File: config.mk
export PLATFORM = sky130hd
export DESIGN_NAME = uart_rx_framer
export DESIGN_NICKNAME = d
export VERILOG_FILES = /design/src/rtl/uart_rx_framer.sv
export SDC_FILE = /design/constraint.sdc
export NUM_CORES = 1
export LEC_CHECK = 0
export ABC_CLOCK_PERIOD_IN_PS = 4400
export CAP_MARGIN = 20
export CORE_MARGIN = 2
export CORE_UTILIZATION = 59
export CTS_CLUSTER_DIAMETER = 80
export DETAILED_ROUTE_END_ITERATION = 10
export GPL_ROUTABILITY_DRIVEN = 0
export HOLD_SLACK_MARGIN = 0.12
export PLACE_DENSITY = 0.89
export SYNTH_ARGS = -nofsm -noshare
export SYNTH_HDL_FRONTEND = slang
export SYNTH_SLANG_ARGS = --single-unit
File: constraint.sdc
create_clock -name aclk -period 4.4 [get_ports aclk]
set_input_delay 1.32 -clock aclk [delete_from_list [all_inputs] [get_ports aclk]]
set_output_delay 1.32 -clock aclk [all_outputs]
set_load 0.01 [all_outputs]
File: src/rtl/uart_rx_framer.sv
// Packetizes the UART receiver's word stream into AXI-Stream packets.
// A packet closes on a delimiter word, on reaching MAX_LEN words, or after an idle timeout.
module uart_rx_framer #(
  parameter int                   WORD_SIZE    = 8,
  parameter bit                   DELIM_EN     = 1'b1,
  parameter logic [WORD_SIZE-1:0] DELIM        = 'h0A,
  parameter int                   MAX_LEN      = 256,
  parameter int                   IDLE_TIMEOUT = 1000
) (
  input  logic                 aclk,
  input  logic                 aresetn,
  input  logic [WORD_SIZE-1:0] s_axis_tdata,
  input  logic                 s_axis_tuser,
  input  logic                 s_axis_tvalid,
  output logic                 s_axis_tready,
  output logic [WORD_SIZE-1:0] m_axis_tdata,
  output logic                 m_axis_tuser,
  output logic                 m_axis_tlast,
  output logic                 m_axis_tvalid,
  input  logic                 m_axis_tready
);

  localparam int LEN_W  = $clog2(MAX_LEN + 1);
  localparam int IDLE_W = (IDLE_TIMEOUT > 0) ? $clog2(IDLE_TIMEOUT + 1) : 1;
  localparam logic [LEN_W-1:0]  LEN_MAX  = LEN_W'(MAX_LEN);
  localparam logic [IDLE_W-1:0] IDLE_LIM = IDLE_W'(IDLE_TIMEOUT);

  // The pending word waits here until we know whether it ends its packet.
  typedef enum logic [1:0] {
    P_EMPTY = 2'd0,
    P_OPEN  = 2'd1,
    P_FINAL = 2'd2
  } p_state_t;

  p_state_t             p_state_reg, p_state_next;
  logic [WORD_SIZE-1:0] p_data_reg, p_data_next;
  logic                 p_err_reg, p_err_next;
  logic [LEN_W-1:0]     len_reg, len_next;
  logic [IDLE_W-1:0]    idle_reg, idle_next;

  logic [WORD_SIZE-1:0] o_data_reg, o_data_next;
  logic                 o_user_reg, o_user_next;
  logic                 o_last_reg, o_last_next;
  logic                 o_valid_reg, o_valid_next;

  logic                 o_free;
  logic                 accept;
  logic                 word_final;
  logic [LEN_W-1:0]     len_inc;
  logic [IDLE_W-1:0]    idle_inc;

  assign o_free        = !o_valid_reg || m_axis_tready;
  assign s_axis_tready = aresetn &&
                         ((p_state_reg == P_EMPTY) || ((p_state_reg == P_OPEN) && o_free));
  assign accept        = s_axis_tvalid && s_axis_tready;
  assign len_inc       = len_reg + 1'b1;
  assign idle_inc      = idle_reg + 1'b1;
  assign word_final    = (DELIM_EN && (s_axis_tdata == DELIM)) || (len_inc == LEN_MAX);

  assign m_axis_tdata  = o_data_reg;
  assign m_axis_tuser  = o_user_reg;
  assign m_axis_tlast  = o_last_reg;
  assign m_axis_tvalid = o_valid_reg;

  always_comb begin
    p_state_next = p_state_reg;
    p_data_next  = p_data_reg;
    p_err_next   = p_err_reg;
    len_next     = len_reg;
    idle_next    = '0;
    o_data_next  = o_data_reg;
    o_user_next  = o_user_reg;
    o_last_next  = o_last_reg;
    o_valid_next = o_valid_reg;

    // A completed handshake empties O unless something is loaded below.
    if (m_axis_tready) begin
      o_valid_next = 1'b0;
      o_user_next  = 1'b0;
      o_last_next  = 1'b0;
    end

    case (p_state_reg)
      P_EMPTY: begin
        if (accept) begin
          p_data_next  = s_axis_tdata;
          len_next     = len_inc;
          p_err_next   = p_err_reg | s_axis_tuser;
          p_state_next = word_final ? P_FINAL : P_OPEN;
        end
      end
      P_OPEN: begin
        if (accept) begin
          // A new arrival proves the pending word was not the last one.
          o_data_next  = p_data_reg;
          o_user_next  = 1'b0;
          o_last_next  = 1'b0;
          o_valid_next = 1'b1;
          p_data_next  = s_axis_tdata;
          len_next     = len_inc;
          p_err_next   = p_err_reg | s_axis_tuser;
          p_state_next = word_final ? P_FINAL : P_OPEN;
        end else if (!s_axis_tvalid && (IDLE_TIMEOUT != 0)) begin
          if (idle_inc == IDLE_LIM) begin
            p_state_next = P_FINAL;
          end else begin
            idle_next = idle_inc;
          end
        end
      end
      P_FINAL: begin
        if (o_free) begin
          o_data_next  = p_data_reg;
          o_user_next  = p_err_reg;
          o_last_next  = 1'b1;
          o_valid_next = 1'b1;
          p_state_next = P_EMPTY;
          len_next     = '0;
          p_err_next   = 1'b0;
        end
      end
      default: begin
        p_state_next = P_EMPTY;
      end
    endcase
  end

  always_ff @(posedge aclk) begin
    if (!aresetn) begin
      p_state_reg <= P_EMPTY;
      p_data_reg  <= '0;
      p_err_reg   <= 1'b0;
      len_reg     <= '0;
      idle_reg    <= '0;
      o_data_reg  <= '0;
      o_user_reg  <= 1'b0;
      o_last_reg  <= 1'b0;
      o_valid_reg <= 1'b0;
    end else begin
      p_state_reg <= p_state_next;
      p_data_reg  <= p_data_next;
      p_err_reg   <= p_err_next;
      len_reg     <= len_next;
      idle_reg    <= idle_next;
      o_data_reg  <= o_data_next;
      o_user_reg  <= o_user_next;
      o_last_reg  <= o_last_next;
      o_valid_reg <= o_valid_next;
    end
  end

endmodule
Word-level counts from Yosys, hierarchy flattened
Index checks and enable logic that the tools add are counted.
{ "word_totals": {"output_inout_bits": 12, "regBits": 41} }
{ "classes": {"n_eq_ne": 11, "muxes": 28, "bitwise_logic": 3, "addsub": 2, "reduce_logical": 16} }
{ "op_table": {"columns": ["op", "count"], "rows": [
  ["$mux W9", 2],
  ["$pmux W9 S2", 1],
  ["$mux W8", 2],
  ["$pmux W8 S2", 1],
  ["$mux W2", 6],
  ["$mux W1", 11],
  ["$add A10 B1 Y10 const B", 1],
  ["$eq A10 B10 Y1 const B", 1],
  ["$add A9 B1 Y9 const B", 1],
  ["$eq A9 B9 Y1 const B", 1],
  ["$eq A8 B4 Y1 const B", 1],
  ["$pmux W1 S2", 4],
  ["$ne A2 B2 Y1 const B", 3],
  ["$pmux W2 S3", 1],
  ["$reduce_and A3 Y1", 2],
  ["$reduce_or A5 Y1", 1],
  ["$reduce_and A4 Y1", 1],
  ["$reduce_bool A2 Y1", 2],
  ["$logic_and A1 B1 Y1", 3],
  ["$logic_or A1 B1 Y1", 3],
  ["$ne A3 B2 Y1 const B", 1],
  ["$ne A3 B3 Y1 const B", 1],
  ["$eq A2 B1 Y1 const B", 1],
  ["$eq A2 B2 Y1 const B", 1],
  ["7 further kinds", 8]
]} }

Logic depth before layout (Yosys ltp)
{ "depth": {"ltp_word": 8, "ltp_mapped": 9} }

Worst setup path before layout
Ideal clock, no wire load.
{ "synth_path": {"kind": "input to output", "from": "input aresetn", "to": "output s_axis_tready", "arrival_ps": 2070, "slack_ps": 1010, "path_buffers": 2, "path_stages": 4, "path_cell_list": "buf_2 -> clkinv_1 -> clkbuf_1 -> nor2_1"} }
{ "synth_via": {"elab_chain_len": 1} }
{ "synth_lines": {"columns": ["item", "line", "text"], "rows": [
  ["start: declaration", "11", "input logic aresetn,"],
  ["$logic_and A1 B1 Y1", "53", "assign s_axis_tready = aresetn &&"],
  ["end: declaration", "15", "output logic s_axis_tready,"]
]} }
No other way between the ends.

Final worst setup path
{ "layout_path": {"from": "input m_axis_tready", "to": "output s_axis_tready"} }
{ "layout_via": {"elab_chain_len": 4} }
{ "layout_lines": {"columns": ["item", "line", "text"], "rows": [
  ["start: declaration", "20", "input logic m_axis_tready"],
  ["$logic_or A1 B1 Y1", "52", "assign o_free = !o_valid_reg || m_axis_tready;"],
  ["$logic_and A1 B1 Y1", "54", "((p_state_reg == P_EMPTY) || ((p_state_reg == P_OPEN) && o_free));"],
  ["$logic_or A1 B1 Y1", "54", null],
  ["$logic_and A1 B1 Y1", "53", null]
]} }
No other way between the ends.

==> run_results.csv <==
group,metric,value,unit
status,status,"finished, final reports clean",
logic_synthesis,ys_ff_latch,41,
clock_network,post_cts_buffers,0,
drt,firstDrtPassIters,4,
logic_synthesis,syn_nets,270,
logic_synthesis,syn_avg_cell_area,8.40,sq um
timing,period_minus_slack,4.03,ns
timing,rsz0062_at_grt,"no",
worst_setup_path,worstSetupStartpointType,"primary input",
finish,largest_reg_flops,10,
die,die_h,63.8,microns
logic_synthesis,synthMuxAreaShare,0.0481,
clock_network,clock_latency,0.36,ns
worst_setup_path,cp_max_fo,4,
global_route,antenna_found_initial,0,
timing,hold_violations,0,
die,core_area,3390,sq um
power_and_ir_drop,power_density,424,nW/um^2
timing,period_share,0.916,
placement,port-buffer-count,24,
power_and_ir_drop,power_leakage,0.899,nW
logic_synthesis,async_reset_ff_frac,0,
finish,final_util,0.723,
logic_synthesis,synth_adder_area_share,0.0356,
finish,fillers,247,
logic_synthesis,synth_compound_area_frac,0.178,
clock_network,clock_path_buffers,2,
drt,vias_per_cell,5.63,
die,rows,21,
die,die_area,4070,sq um
worst_setup_path,end_kind,"output port",
global_route,grt_max_degree,26,
drt,routed_wl,4310,microns
finish,nets,293,
timing,finalSetupViolations,0,
clock_network,clk_pin_slew,0.12,ns
finish,areaGrowthSynthToFinish,16.3,%
die,start_util,0.622,
global_route,grtUsageTotal,0.239,
clock_network,h-tree-depth,2,
logic_synthesis,synth_top_family_by_area,"simple AND/OR/NAND/NOR gates",
logic_synthesis,synth_seq_area_share,0.389,
finish,diodes,0,
drt,vias,1808,
worst_setup_path,crit_required,3.08,ns
logic_synthesis,synth-xor-area-share,0.0415,
timing,slew-limit-headroom,0.557,
run,maxCapViolCount,0,
global_route,grt-ovfl-total,0,
clock_network,root_buffer,"clkbuf_4",
timing,tightest_slew,0.662,ns
drt,drcViolationCount,0,
clock_network,cts_tree,"built",
clock_network,cts_hold_buf,0,
clock_network,cts_buffers,5,
worst_setup_path,arrival,2.71,ns
die,ios,25,
drt,antenna_left,0,
timing,timing.setup.tns,0,ns
clock_network,cts_resized,0,
drt,wl_per_cell,13.4,microns
placement,dp_hpwl,3050,microns
logic_synthesis,syn_area,2110,sq um
hold_path,hold_path_class,"reg2reg",
timing,clock_skew,0.0139,ns
global_route,grt_pass1_wl,7660,microns
logic_synthesis,synth-simple-area-share,0.265,
logic_synthesis,synth_edf_count,0,
global_route,grt_pass1_vias,1735,
die,die_w,63.8,microns
power_and_ir_drop,vdd_drop_max,0.399,mV
logic_synthesis,synthFlopType,"dfxtp_1",
logic_synthesis,syn_inst,251,
logic_synthesis,ys_warn_count,0,
drt,drt_iter0_markers,95,
timing,fmax,248,MHz
worst_setup_path,worstSetupPathType,"in2out",
logic_synthesis,synth.distinct_cells,51,
finish,layout-drive-gt1-share,0.102,
timing,slew_viol_final,0,
clock_network,clock-sinks,41,
==> final timing paths <==
path	cells after the start	slack, ns	end	from
max reg2reg	7	2.29	m_axis_tdata[2]	p_state_reg[0]
max	5	0.37	s_axis_tready	m_axis_tready
min	2	0.46	p_data_reg[7]	p_data_reg[7]
min reg2reg	2	0.46	p_data_reg[7]	p_data_reg[7]
==> synth_stat cells (all sizes together), types with 2 or more instances <==
cell | count | area [sq um]
nand2b | 2 | 20.0
and3 | 5 | 31.3
xnor2 | 6 | 52.6
a21oi | 28 | 163
nand3b | 3 | 22.5
nor3 | 9 | 45.0
xor2 | 4 | 35.0
o211ai | 2 | 15.0
nor2 | 38 | 148
a211oi | 2 | 20.0
nand3 | 9 | 60.1
nand4 | 5 | 31.3
mux2i | 9 | 90.1
buf | 8 | 55.1
nor4b | 2 | 17.5
o21a | 3 | 22.5
clkbuf | 3 | 11.3
dfxtp | 41 | 821
inv | 5 | 18.8
o21ai | 9 | 45.0
nor2b | 2 | 12.5
ha | 6 | 75.1
and2 | 2 | 12.5
nand2 | 29 | 114
==> per-stage QoR <==
step	hold WS, ns	setup WS [ns]	cells	power [mW]	instance area [sq um]
after detailed placement	0.449	0.357	313	0.783	2360
final	0.464	0.369	321	1.04	2450
after global placement	0.441	0.413	313	0.774	2360
after global routing	0.487	0.313	321	1.10	2450
after floorplan	0.436	1.01	251	0.701	2110
after CTS	0.466	0.357	321	1.05	2450
==> kinds of logic (layout without fill, tap and decap cells) <==
family	count (synthesis)	after routing
AND/OR/NAND/NOR	111	111
AO/OA/AOI/OAI	56	56
flip-flops	41	41
buffers and inverters	17	41
XOR/XNOR	10	10
multiplexers	10	10
adder cells (fa/ha/maj)	6	6
==> where the power goes <==
part	leakage [nW]	total, mW	switching, mW	internal (mW)
Combinational	0.523	0.356	0.207	0.149
Sequential	0.332	0.424	0.0223	0.402
Clock	0.0445	0.259	0.124	0.135
Total	0.899	1.04	0.353	0.686
==> worst max-delay path: stages <==
cell             delay (ns)
clkdlybuf4s50_1        0.49
nand2b_1               0.18
a21oi_4                0.08
nor2_1                 0.10
clkdlybuf4s50_1        0.54
==> placed cells by master, fill, tap and decap left out, types with 4 or more instances in the layout <==
master,instances
dfxtp_1,41
nand2_1,27
inv_1,5
a21oi_1,26
nor3_1,9
clkdlybuf4s50_1,24
mux2i_1,9
nand3_1,6
nand4_1,5
xor2_1,4
clkbuf_4,5
ha_1,6
nor2_1,36
o21ai_0,9
xnor2_1,6
and3_1,5
==> final cells by class <==
cell class                      count  area [sq um]  area share
Multi-Input combinational cell    193          1200       0.489
Sequential cell                    41           821       0.335
Timing Repair Buffer               27           263       0.107
Tap cell                           46          57.6      0.0235
Clock buffer                        6          51.3      0.0209
Clock inverter                      2          37.5      0.0153
Inverter                            6          22.5     0.00919
==> metal layers <==
metal  vias to the layer above  share of wire  global-route usage
met5                         -              0                   0
met4                         0          0.025               0.114
met3                        10          0.032              0.0581
met2                        28           0.48               0.400
met1                       844           0.46               0.289
li1                        926              -                   -
(Power assumes the default switching activity.)
